<file path="src/rtl/fetch_sequencer.sv">
// Instruction-fetch sequencer: owns the PC, issues one req/ack fetch at a time,
// holds the fetched word for decode and applies PC-relative branches and halt.
module fetch_sequencer #(
    parameter int                  PC_WIDTH     = 32,
    parameter int                  OFFSET_WIDTH = 25,
    parameter logic [PC_WIDTH-1:0] RESET_PC     = '0
) (
    input  logic                    clk,
    input  logic                    rst,
    output logic                    imem_req,
    output logic [PC_WIDTH-1:0]     imem_addr,
    input  logic                    imem_ack,
    input  logic [31:0]             imem_rdata,
    output logic                    instr_valid,
    output logic [31:0]             instr,
    output logic [PC_WIDTH-1:0]     instr_pc,
    input  logic                    stall,
    input  logic                    branch_taken,
    input  logic [OFFSET_WIDTH-1:0] branch_offset,
    input  logic                    halt,
    output logic                    halted,
    output logic [PC_WIDTH-1:0]     retired
);

    typedef enum logic [1:0] {
        S_START,
        S_FETCH,
        S_VALID,
        S_HALT
    } state_t;

    state_t              state;
    logic [PC_WIDTH-1:0] pc;
    logic [PC_WIDTH-1:0] offset_ext;
    logic [PC_WIDTH-1:0] branch_target;

    assign offset_ext    = {{(PC_WIDTH-OFFSET_WIDTH){branch_offset[OFFSET_WIDTH-1]}}, branch_offset};
    assign branch_target = instr_pc + PC_WIDTH'(1) + offset_ext;
    assign imem_addr     = pc;

    // NOTE: all state updates are non-blocking so every register sees the pre-edge values.
    always_ff @(posedge clk) begin
        if (rst) begin
            state       <= S_START;
            pc          <= RESET_PC;
            imem_req    <= 1'b0;
            instr_valid <= 1'b0;
            instr       <= '0;
            instr_pc    <= '0;
            halted      <= 1'b0;
            retired     <= '0;
        end else begin
            case (state)
                // One idle cycle after reset discards any ack left over from an aborted fetch.
                S_START: begin
                    imem_req <= 1'b1;
                    state    <= S_FETCH;
                end
                S_FETCH: begin
                    if (imem_ack) begin
                        instr       <= imem_rdata;
                        instr_pc    <= pc;
                        instr_valid <= 1'b1;
                        pc          <= pc + PC_WIDTH'(1);
                        imem_req    <= 1'b0;
                        state       <= S_VALID;
                    end
                end
                S_VALID: begin
                    if (!stall) begin
                        instr_valid <= 1'b0;
                        retired     <= retired + PC_WIDTH'(1);
                        if (halt) begin
                            halted <= 1'b1;
                            state  <= S_HALT;
                        end else begin
                            imem_req <= 1'b1;
                            state    <= S_FETCH;
                            if (branch_taken) begin
                                pc <= branch_target;
                            end
                        end
                    end
                end
                S_HALT: begin
                    state <= S_HALT;
                end
                default: begin
                    state <= S_START;
                end
            endcase
        end
    end

endmodule

</file>
<file path="config.mk">
export PLATFORM = sky130hd
export DESIGN_NAME = fetch_sequencer
export DESIGN_NICKNAME = d
export VERILOG_FILES = /design/src/rtl/fetch_sequencer.sv
export SDC_FILE = /design/constraint.sdc
export NUM_CORES = 1
export LEC_CHECK = 0
export CAP_MARGIN = 20
export CORE_MARGIN = 4
export CORE_UTILIZATION = 46
export CTS_BUF_LIST = sky130_fd_sc_hd__clkbuf_8
export CTS_CLUSTER_DIAMETER = 100
export DETAILED_ROUTE_END_ITERATION = 12
export MAX_ROUTING_LAYER = met4
export PLACE_DENSITY_LB_ADDON = 0.08
export SLEW_MARGIN = 30
export SYNTH_ARGS = -nofsm -noshare
export SYNTH_HDL_FRONTEND = slang
export SYNTH_SLANG_ARGS = --single-unit
</file>
<file path="constraint.sdc">
create_clock -name clk -period 3.9 [get_ports clk]
set_input_delay 0.585 -clock clk [delete_from_list [all_inputs] [get_ports clk]]
set_output_delay 0.585 -clock clk [all_outputs]
set_load 0.03 [all_outputs]
</file>
==> run_results.csv, run 1 <==
group,metric,value,unit
synth,synthCells,952,
drt,num_vias,7407,
synth,synth-xor-area-share,6.32,%
synth,syn_avg_cell_area,7.57,um^2
synth,yosys.area.top_type,"dfxtp_1",
synth,synthDistinctLibCells,59,
grt,antenna_found_initial,0,
sta,fmax,0.314,GHz
synth,ys_ff_latch,133,
worst_setup_path,cp_cell_sequence,"clkdlybuf4s50_1, inv_1, ha_1, inv_1, fa_1, a21o_1, a22oi_1, a221o_1, o311a_1, o31ai_2, a41o_1, mux2i_1, o41ai_2",
final_layout,fin_util,64.1,%
synth,synthMuxAreaShare,0.556,%
pwr,ir_worst_vdd,0.000228,V
sta,maxSlewHeadroom,37.0,%
worst_setup_path,critPathBufInv,3,
place,portBuffers,193,
worst_setup_path,cpMostUsedCell,"inv_1",
worst_setup_path,crit_fanout,5,
place,dpl.hpwl,15000,um
cts,cts.clk_slew.worst_paths,70,ps
worst_setup_path,slowest_stage,"clkdlybuf4s50_1",
synth,synth_compound_area_share,23.4,%
place,gp_congestion,0.903,
synth,synthesis.area,7210,um^2
cts,cts_buffers,17,
drt,wl,21400,um
pwr,intPower,0.00236,W
final_layout,drive_above_1_share,5.09,%
cts,root_buffer,"clkbuf_8",
pwr,combPwrFrac,13.4,%
die,start_util,47.2,%
grt,grt_max_degree,83,
cts,htreeDepth,4,
sta,slew_viol_final,0,
final_layout,mostFrequentLayoutCells,"clkdlybuf4s50_1, nand2_1, a21oi_1",
die,rows,45,
die,fp.dieH,133,um
final_layout,nets,1225,
pwr,pwr-share-seq,44.3,%
cts,hold_buffers,0,
worst_setup_path,cpLargestDelayFamily,"compound AO/OA/AOI/OAI gates",
pwr,p_switching,0.000842,W
cts,cts_tree,"yes",
pwr,powerDensity,327,nW/um^2
cts,cts_resized,0,
synth,synth_top_family_by_area,"compound AO/OA/AOI/OAI gates",
final_layout,final_area,9780,um^2
worst_setup_path,critical_path.max_stage_delay,450,ps
hold_path,hp-class,"reg2reg",
pwr,netSwitchingFraction,26.3,%
worst_setup_path,crit_arrival,3490,ps
pwr,power,0.00320,W
outcome,status,"completed",
die,die_w,133,um
place,dpl_cell_area,9320,um^2
worst_setup_path,path_class,"in2reg",
drt,first_iter_violations,536,
sta,clock_skew,11.3,ps
pwr,leakagePower,3.55,nW
worst_setup_path,startpoint_type,"input port",
grt,grt_pass1_wl,34800,um
drt,drc_errors,0,
grt,first_global_vias,6904,
synth,synth_simple_gate_area_share,23.1,%
final_layout,antennaDiodeCount,0,
sta,fin_hold_ws,454,ps
grt,track_usage,24.4,%
drt,wire_per_inst,15.8,um
final_layout,syn_to_final_growth,35.8,%
grt,grt.overflow.total,0,
synth,ys_warn_count,0,
sta,worstMarginPinSlew,945,ps
synth,synthArstFlopShare,0,%
cts,clk_latency,450,ps
pwr,power_frac_clock,42.4,%
sta,setup_tns,0,ps
sta,finalHoldViolations,0,
synth,synthFlopType,"dfxtp_1",
cts,post_cts_buffers,0,
cts,clockBufferDepth,2,
synth,synthTopCellsByArea,"dfxtp_1, a21oi_1, nand2_1, ha_1, nor2_1",
drt,vias_per_cell,5.48,
sta,rsz0062_at_grt,"no",
synth,synthDominantCellAreaShare,37.0,%
die,coreArea,15300,um^2
synth,synth_edf_count,0,
worst_setup_path,crit_path_end_kind,"flop",
sta,setup_viol,0,
synth,syn-num-nets,1049,
drt,dr.pass1.iters,5,
run,maxCapViolCount,0,
synth,seq_area_frac_synth,37.0,%
drt,ant_nets,0,
cts,cts_num_sinks,133,
sta,finalCriticalPeriod,3190,ps
sta,fin_crit_sh,81.8,%
worst_setup_path,cp.required,4200,ps
die,die_area,17700,um^2
synth,synth_fa_ha_area_share,6.01,%
die,ios,194,
final_layout,final_common_cell,"clkdlybuf4s50_1",
## metal layers
| metal | share of wire (%) | up-vias | track usage [%] | wire, um |
|---|---|---|---|---|
| li1 | - | 3700 | - | - |
| met1 | 45 | 3416 | 31.9 | 9700 |
| met2 | 47 | 256 | 38.2 | 9990 |
| met3 | 6.0 | 35 | 4.95 | 1280 |
| met4 | 1.8 | 0 | 7.66 | 391 |
| met5 | 0 | - | - | 0 |
## logic make-up (layout without fill, tap and decap cells)
logic type / after synthesis / count (layout)
AOI/OAI and AO/OA: 287 / 287
xor gates and xnor gates: 52 / 52
adders and majority gates: 34 / 34
buffers and inverters: 69 / 257
DFF: 133 / 133
muxes: 4 / 4
and+or+nand+nor: 373 / 373
## cell usage after synthesis, drive strengths merged, types with 18 or more instances
master and count:
nand4 18, o21ai 47, nand2 180, inv 20
nand3 23, clkbuf 45, xnor2 20, xor2 32
dfxtp 133, a21oi 157, ha 33, nor2 80
## area by class of cell
class | instances | area [um^2]
clock inverters | 12 | 201
fillers | 1409 | 5470
clock buffers | 19 | 262
inverters | 20 | 75.1
well taps | 211 | 264
flip-flops and latches | 133 | 2660
repair buffers | 206 | 2030
multi-input cells | 750 | 4290
## registers in the layout, indices dropped and copies added (netlist names)
register / flops
imem_req: 1
halted: 1
instr_pc: 32
instr: 32
retired: 32
state: 2
imem_addr: 32
instr_valid: 1
## power by group through the flow
stage	Sequential, W	Combinational, W	Clock (W)
2_1_floorplan	0.00150	0.000186	0
3_3_place_gp	0.00145	0.000425	0
3_5_place_dp	0.00145	0.000427	0
4_1_cts	0.00142	0.000430	0.00138
5_1_grt	0.00142	0.000466	0.00144
6_report	0.00142	0.000428	0.00136
## metrics by stage
| stage | cells | setup slack (ps) |
|---|---|---|
| final | 1351 | 712 |
| after global routing | 1351 | 603 |
| after CTS | 1351 | 737 |
| after detailed placement | 1320 | 253 |
| after global placement | 1320 | 284 |
| after floorplan | 952 | 1010 |
## worst reg2reg max path: stages (launching register included)
cell     delay, ps
dfxtp_1        350
inv_1           50
ha_1           200
inv_1           60
fa_1           190
a21o_1         170
a22oi_1        100
a221o_1        410
o311a_1        440
o31ai_2        280
a41o_1         280
mux2i_1        230
o41ai_2         70
## final timing paths
check                            from                    endpoint  slack (ps)  cells past startpoint
min reg2reg    instr[18]$_SDFFE_PP0P_      instr[18]$_SDFFE_PP0P_         450                      2
min            instr[18]$_SDFFE_PP0P_      instr[18]$_SDFFE_PP0P_         450                      2
max                  branch_offset[0]  imem_addr[30]$_SDFFE_PP0P_         710                     13
max reg2reg  instr_pc[0]$_SDFFE_PP0P_  imem_addr[30]$_SDFFE_PP0P_         920                     12
(Power assumes the default switching activity.)
==> run 2: changes to the inputs <==
clock period = 3.2 ns   (was 3.9 ns; I/O delays follow)
==> run 2 against run 1 <==
Against the previous run: via count is 1.7% higher; global-route usage is essentially flat; core utilization rose by 2.0 points; worst setup slack worse by 460 ps; non-clock buffer count grew 43; hold slack better by 0.83 ps; critical path type unchanged.
==> run_results.csv, run 2 (synthesized netlist as in run 1, its figures left out) <==
group,metric,value,unit
worst_setup_path,path_class,"in2reg",
cts,cts.clk_slew.worst_paths,80,ps
place,dpl.hpwl,15600,um
pwr,pwr-share-seq,45.8,%
worst_setup_path,cp.required,3550,ps
grt,track_usage,24.4,%
sta,finalCriticalPeriod,2950,ps
sta,rsz0062_at_grt,"no",
drt,dr.pass1.iters,5,
worst_setup_path,crit_fanout,2,
worst_setup_path,cpLargestDelayFamily,"compound AO/OA/AOI/OAI gates",
worst_setup_path,crit_path_end_kind,"flop",
worst_setup_path,critical_path.max_stage_delay,460,ps
pwr,combPwrFrac,14.6,%
sta,clock_skew,14.1,ps
grt,grt_max_degree,74,
cts,root_buffer,"clkbuf_8",
final_layout,antennaDiodeCount,0,
drt,drc_errors,0,
final_layout,final_area,10100,um^2
die,ios,194,
sta,slew_viol_final,0,
sta,maxSlewHeadroom,39.0,%
drt,wl,21700,um
die,die_area,17700,um^2
worst_setup_path,slowest_stage,"clkdlybuf4s50_1",
sta,setup_ws,249,ps
pwr,p_switching,0.00110,W
drt,first_iter_violations,654,
run,maxCapViolCount,0,
outcome,status,"completed",
worst_setup_path,cpMostUsedCell,"inv_1",
sta,setup_tns,0,ps
cts,htreeDepth,4,
place,portBuffers,193,
drt,wire_per_inst,15.5,um
cts,hold_buffers,0,
final_layout,mostFrequentLayoutCells,"clkdlybuf4s50_1, nand2_1, a21oi_1",
cts,cts_resized,0,
final_layout,num-fill-cells,1352,
die,rows,45,
worst_setup_path,cp_cell_sequence,"clkdlybuf4s50_1, inv_1, ha_1, inv_1, fa_1, a21o_1, a22oi_1, a221o_1, o311a_1, o31ai_2, a21oi_1, xor2_1, a2111oi_2",
pwr,ir_worst_vdd,0.000440,V
drt,num_vias,7530,
final_layout,syn_to_final_growth,39.9,%
cts,cts_num_sinks,133,
worst_setup_path,startpoint,"branch_offset[0]",
pwr,leakagePower,3.74,nW
worst_setup_path,startpoint_type,"input port",
drt,ant_nets,0,
cts,cts_buffers,17,
sta,fin_hold_ws,455,ps
die,start_util,47.2,%
die,fp.dieH,133,um
final_layout,fin_util,66.1,%
sta,fmax,0.339,GHz
cts,post_cts_buffers,0,
grt,grt_pass1_wl,34900,um
die,die_w,133,um
sta,worstMarginPinSlew,913,ps
final_layout,nets,1268,
pwr,power_frac_clock,39.6,%
hold_path,hp-start,"instr[4]$_SDFFE_PP0P_",
final_layout,multiInputGateArea,4290,um^2
die,coreArea,15300,um^2
grt,first_global_vias,6988,
grt,antenna_found_initial,0,
sta,finalHoldViolations,0,
worst_setup_path,crit_arrival,3300,ps
cts,clk_latency,460,ps
final_layout,drive_above_1_share,8.61,%
pwr,intPower,0.00267,W
place,dpl_cell_area,9670,um^2
worst_setup_path,rr_startpoint,"instr_pc[0]$_SDFFE_PP0P_",
grt,grt.overflow.total,0,
sta,setup_viol,0,
sta,fin_crit_sh,92.2,%
place,dp_slack,-235,ps
final_layout,final_common_cell,"clkdlybuf4s50_1",
cts,clockBufferDepth,2,
cts,cts_tree,"yes",
final_layout,area.sequential,2660,um^2
pwr,powerDensity,374,nW/um^2
drt,vias_per_cell,5.40,
pwr,netSwitchingFraction,29.2,%
hold_path,hp-class,"reg2reg",
place,gp_congestion,0.921,
worst_setup_path,critPathBufInv,3,
[run 2: cell types whose count changed in the layout (fill, tap and decap cells not counted), moves of 2 or more]
| cell | previous run | this run |
|---|---|---|
| buf_12 | 0 | 2 |
| buf_4 | 14 | 55 |
| bufinv_16 | 5 | 2 |
| clkinv_2 | 2 | 0 |
| clkinvlp_4 | 2 | 4 |
| inv_6 | 1 | 5 |
| inv_8 | 0 | 2 |
[run 2: worst paths after layout]
path	to	slack [ps]	cells after the start
hold reg to reg	instr[4]$_SDFFE_PP0P_	450	2
setup reg to reg	imem_addr[22]$_SDFFE_PP0P_	340	12
setup / recovery	imem_addr[22]$_SDFFE_PP0P_	250	13
hold / removal	instr[4]$_SDFFE_PP0P_	450	2
[run 2: per-stage QoR]
stage                     power (W)  std cells
after floorplan             0.00206        952
after detailed placement    0.00231       1363
after CTS                   0.00380       1395
final                       0.00377       1395
after global placement      0.00231       1363
after global routing        0.00392       1395
[run 2: layer usage]
metal  track usage (%)  routed length (um)  vias up
met5                 -                   0        -
met4              6.23                 363        0
met3              5.89                1270       29
met2              38.4               10100      225
met1              31.8                9930     3486
li1                  -                   -     3790
[run 2: area by class of cell]
| type | instances | share of cell area (%) |
|---|---|---|
| clock buffers | 18 | 2.46 |
| clock inverters | 14 | 1.64 |
| flip-flops and latches | 133 | 26.4 |
| inverters | 20 | 0.745 |
| repair buffers | 249 | 23.6 |
| multi-input cells | 750 | 42.6 |
| well taps | 211 | 2.62 |
[run 2: worst register-to-register path: cells and delay by family (launching register included)]
| kind | cells | cell delay [ps] |
|---|---|---|
| AOI/OAI and AO/OA | 7 | 1750 |
| buffers and inverters | 2 | 120 |
| adders and majority gates | 2 | 380 |
| xor gates and xnor gates | 1 | 160 |
| DFF | 1 | 360 |
[run 2: power by group through the flow]
stage	registers [W]	logic, W	clock network [W]
CTS	0.00173	0.000551	0.00152
floorplan	0.00183	0.000227	0
global placement	0.00176	0.000545	0
detailed placement	0.00176	0.000548	0
global route	0.00173	0.000596	0.00159
finish	0.00173	0.000550	0.00149
==> run 3: changes to the inputs <==
PLACE_DENSITY = 0.76   (was unset)
PLACE_DENSITY_LB_ADDON = unset   (was 0.08)
==> run 3 against run 2 <==
Against the previous run: global-route usage is 0.42 points lower; critical endpoint is now imem_addr[30]$_SDFFE_PP0P_; hold slack worse by 1.2 ps; via count increased by 0.70%; core utilization shrank 0.60 points; critical path depth unchanged; cell area down 0.91%; die area did not move; first-iteration DRC count up 3.8%; routed wire length down 0.12%.
==> run_results.csv, run 3 (synthesized netlist as in run 1, its figures left out) <==
group,metric,value,unit
final_layout,antennaDiodeCount,0,
pwr,leakagePower,3.70,nW
worst_setup_path,cpMostUsedCell,"inv_1",
cts,hold_buffers,0,
grt,grt.busiest_layer,"met2",
sta,finalCriticalPeriod,3050,ps
grt,grt_use_met1,31.6,%
cts,cts_num_sinks,133,
grt,grt.overflow.total,0,
final_layout,num-fill-cells,1352,
die,die_w,133,um
grt,met2_usage,38.1,%
worst_setup_path,critPathBufInv,3,
cts,clockBufferDepth,2,
die,die_area,17700,um^2
drt,drc_errors,0,
worst_setup_path,crit_fanout,5,
grt,grt_use_met3,4.57,%
final_layout,mostFrequentLayoutCells,"clkdlybuf4s50_1, nand2_1, a21oi_1",
worst_setup_path,cpLargestDelayFamily,"compound AO/OA/AOI/OAI gates",
cts,post_cts_buffers,0,
worst_setup_path,cp.required,3510,ps
final_layout,final_common_cell,"clkdlybuf4s50_1",
pwr,ir_worst_vdd,0.000385,V
sta,finalHoldViolations,0,
sta,fin_hold_ws,454,ps
worst_setup_path,startpoint_type,"input port",
run,maxCapViolCount,0,
place,dp_slack,-279,ps
drt,ant_nets,0,
cts,root_buffer,"clkbuf_8",
drt,dr.pass1.iters,5,
outcome,status,"completed",
grt,grt_pass1_wl,34400,um
worst_setup_path,crit_arrival,3360,ps
sta,worstMarginPinSlew,653,ps
sta,clock_skew,12.9,ps
final_layout,drive_above_1_share,8.29,%
sta,rsz0062_at_grt,"no",
die,coreArea,15300,um^2
sta,setup_ws,151,ps
sta,maxSlewHeadroom,55.4,%
grt,grt_max_degree,55,
die,fp.dieH,133,um
grt,track_usage,24.0,%
sta,fin_crit_sh,95.3,%
grt,antenna_found_initial,0,
place,portBuffers,193,
final_layout,fin_util,65.5,%
die,ios,194,
pwr,powerDensity,356,nW/um^2
drt,wl,21600,um
drt,num_vias,7583,
pwr,power,0.00355,W
grt,first_global_vias,6889,
worst_setup_path,path_class,"in2reg",
worst_setup_path,cp_cell_sequence,"clkdlybuf4s50_1, inv_1, ha_1, inv_1, fa_1, a21o_1, a22oi_1, a221o_1, o311a_1, o31ai_2, a41o_1, mux2i_1, o41ai_2",
final_layout,syn_to_final_growth,38.7,%
sta,setup_viol,0,
worst_setup_path,critical_path.max_stage_delay,460,ps
place,dpl.hpwl,15600,um
sta,slew_viol_final,0,
drt,wire_per_inst,15.5,um
worst_setup_path,slowest_stage,"clkdlybuf4s50_1",
final_layout,multiInputGateArea,4290,um^2
die,start_util,47.2,%
final_layout,area.sequential,2660,um^2
cts,clk_latency,440,ps
final_layout,nets,1266,
worst_setup_path,crit_path_end_kind,"flop",
cts,cts_tree,"yes",
cts,htreeDepth,4,
cts,cts.clk_slew.worst_paths,80,ps
cts,cts_buffers,17,
place,gp_congestion,0.940,
die,rows,45,
hold_path,hp-class,"reg2reg",
drt,first_iter_violations,679,
cts,cts_resized,0,
drt,vias_per_cell,5.44,
sta,fmax,0.328,GHz
## run 3: cell count changes in the layout (fill, tap and decap cells not counted), sizes merged
| cell | delta |
|---|---|
| bufinv | -2 |
| inv | -1 |
| buf | -2 |
| clkinvlp | +1 |
| clkinv | +2 |
## run 3: path summary, 6_finish.rpt
check,endpoint,start,slack [ps],depth (start not counted)
max,imem_addr[30]$_SDFFE_PP0P_,branch_offset[0],150,13
min,instr[0]$_SDFFE_PP0P_,instr[0]$_SDFFE_PP0P_,450,2
max reg2reg,imem_addr[30]$_SDFFE_PP0P_,instr_pc[0]$_SDFFE_PP0P_,270,12
min reg2reg,instr[0]$_SDFFE_PP0P_,instr[0]$_SDFFE_PP0P_,450,2
## run 3: worst register-to-register path, cell delays in order, from the launching register on
cell and delay (ps):
dfxtp_1 350, inv_1 50, ha_1 200, inv_1 70, fa_1 190, a21o_1 150, a22oi_1 90, a221o_1 420
o311a_1 430, o31ai_2 260, a41o_1 280, mux2i_1 240, o41ai_2 70
## run 3: final cells by class
class | count | area share [%]
clock buffers | 18 | 2.48
clock inverters | 14 | 1.04
inverters | 20 | 0.751
multi-input cells | 750 | 42.9
flip-flops and latches | 133 | 26.6
well taps | 211 | 2.64
repair buffers | 247 | 23.5
## run 3: per-layer routing
metal	vias to the layer above	part of all wire [%]
li1	3784	-
met1	3513	46
met2	256	47
met3	30	5.6
met4	0	1.6
met5	-	0
## run 3: power by group
part	total [W]	internal, W	switching [W]	leakage, nW
Clock	0.00128	0.000562	0.000717	0.170
Sequential	0.00173	0.00169	0.0000338	1.08
Combinational	0.000547	0.000235	0.000312	2.45
Total	0.00355	0.00249	0.00106	3.70
## run 3: per-stage QoR
stage | setup TNS [ps] | instance area [um^2] | std cells
finish | 0 | 9990 | 1393
global route | 0 | 9990 | 1393
CTS | 0 | 9990 | 1393
detailed placement | -1380 | 9640 | 1361
global placement | -772 | 9640 | 1361
floorplan | 0 | 7210 | 952
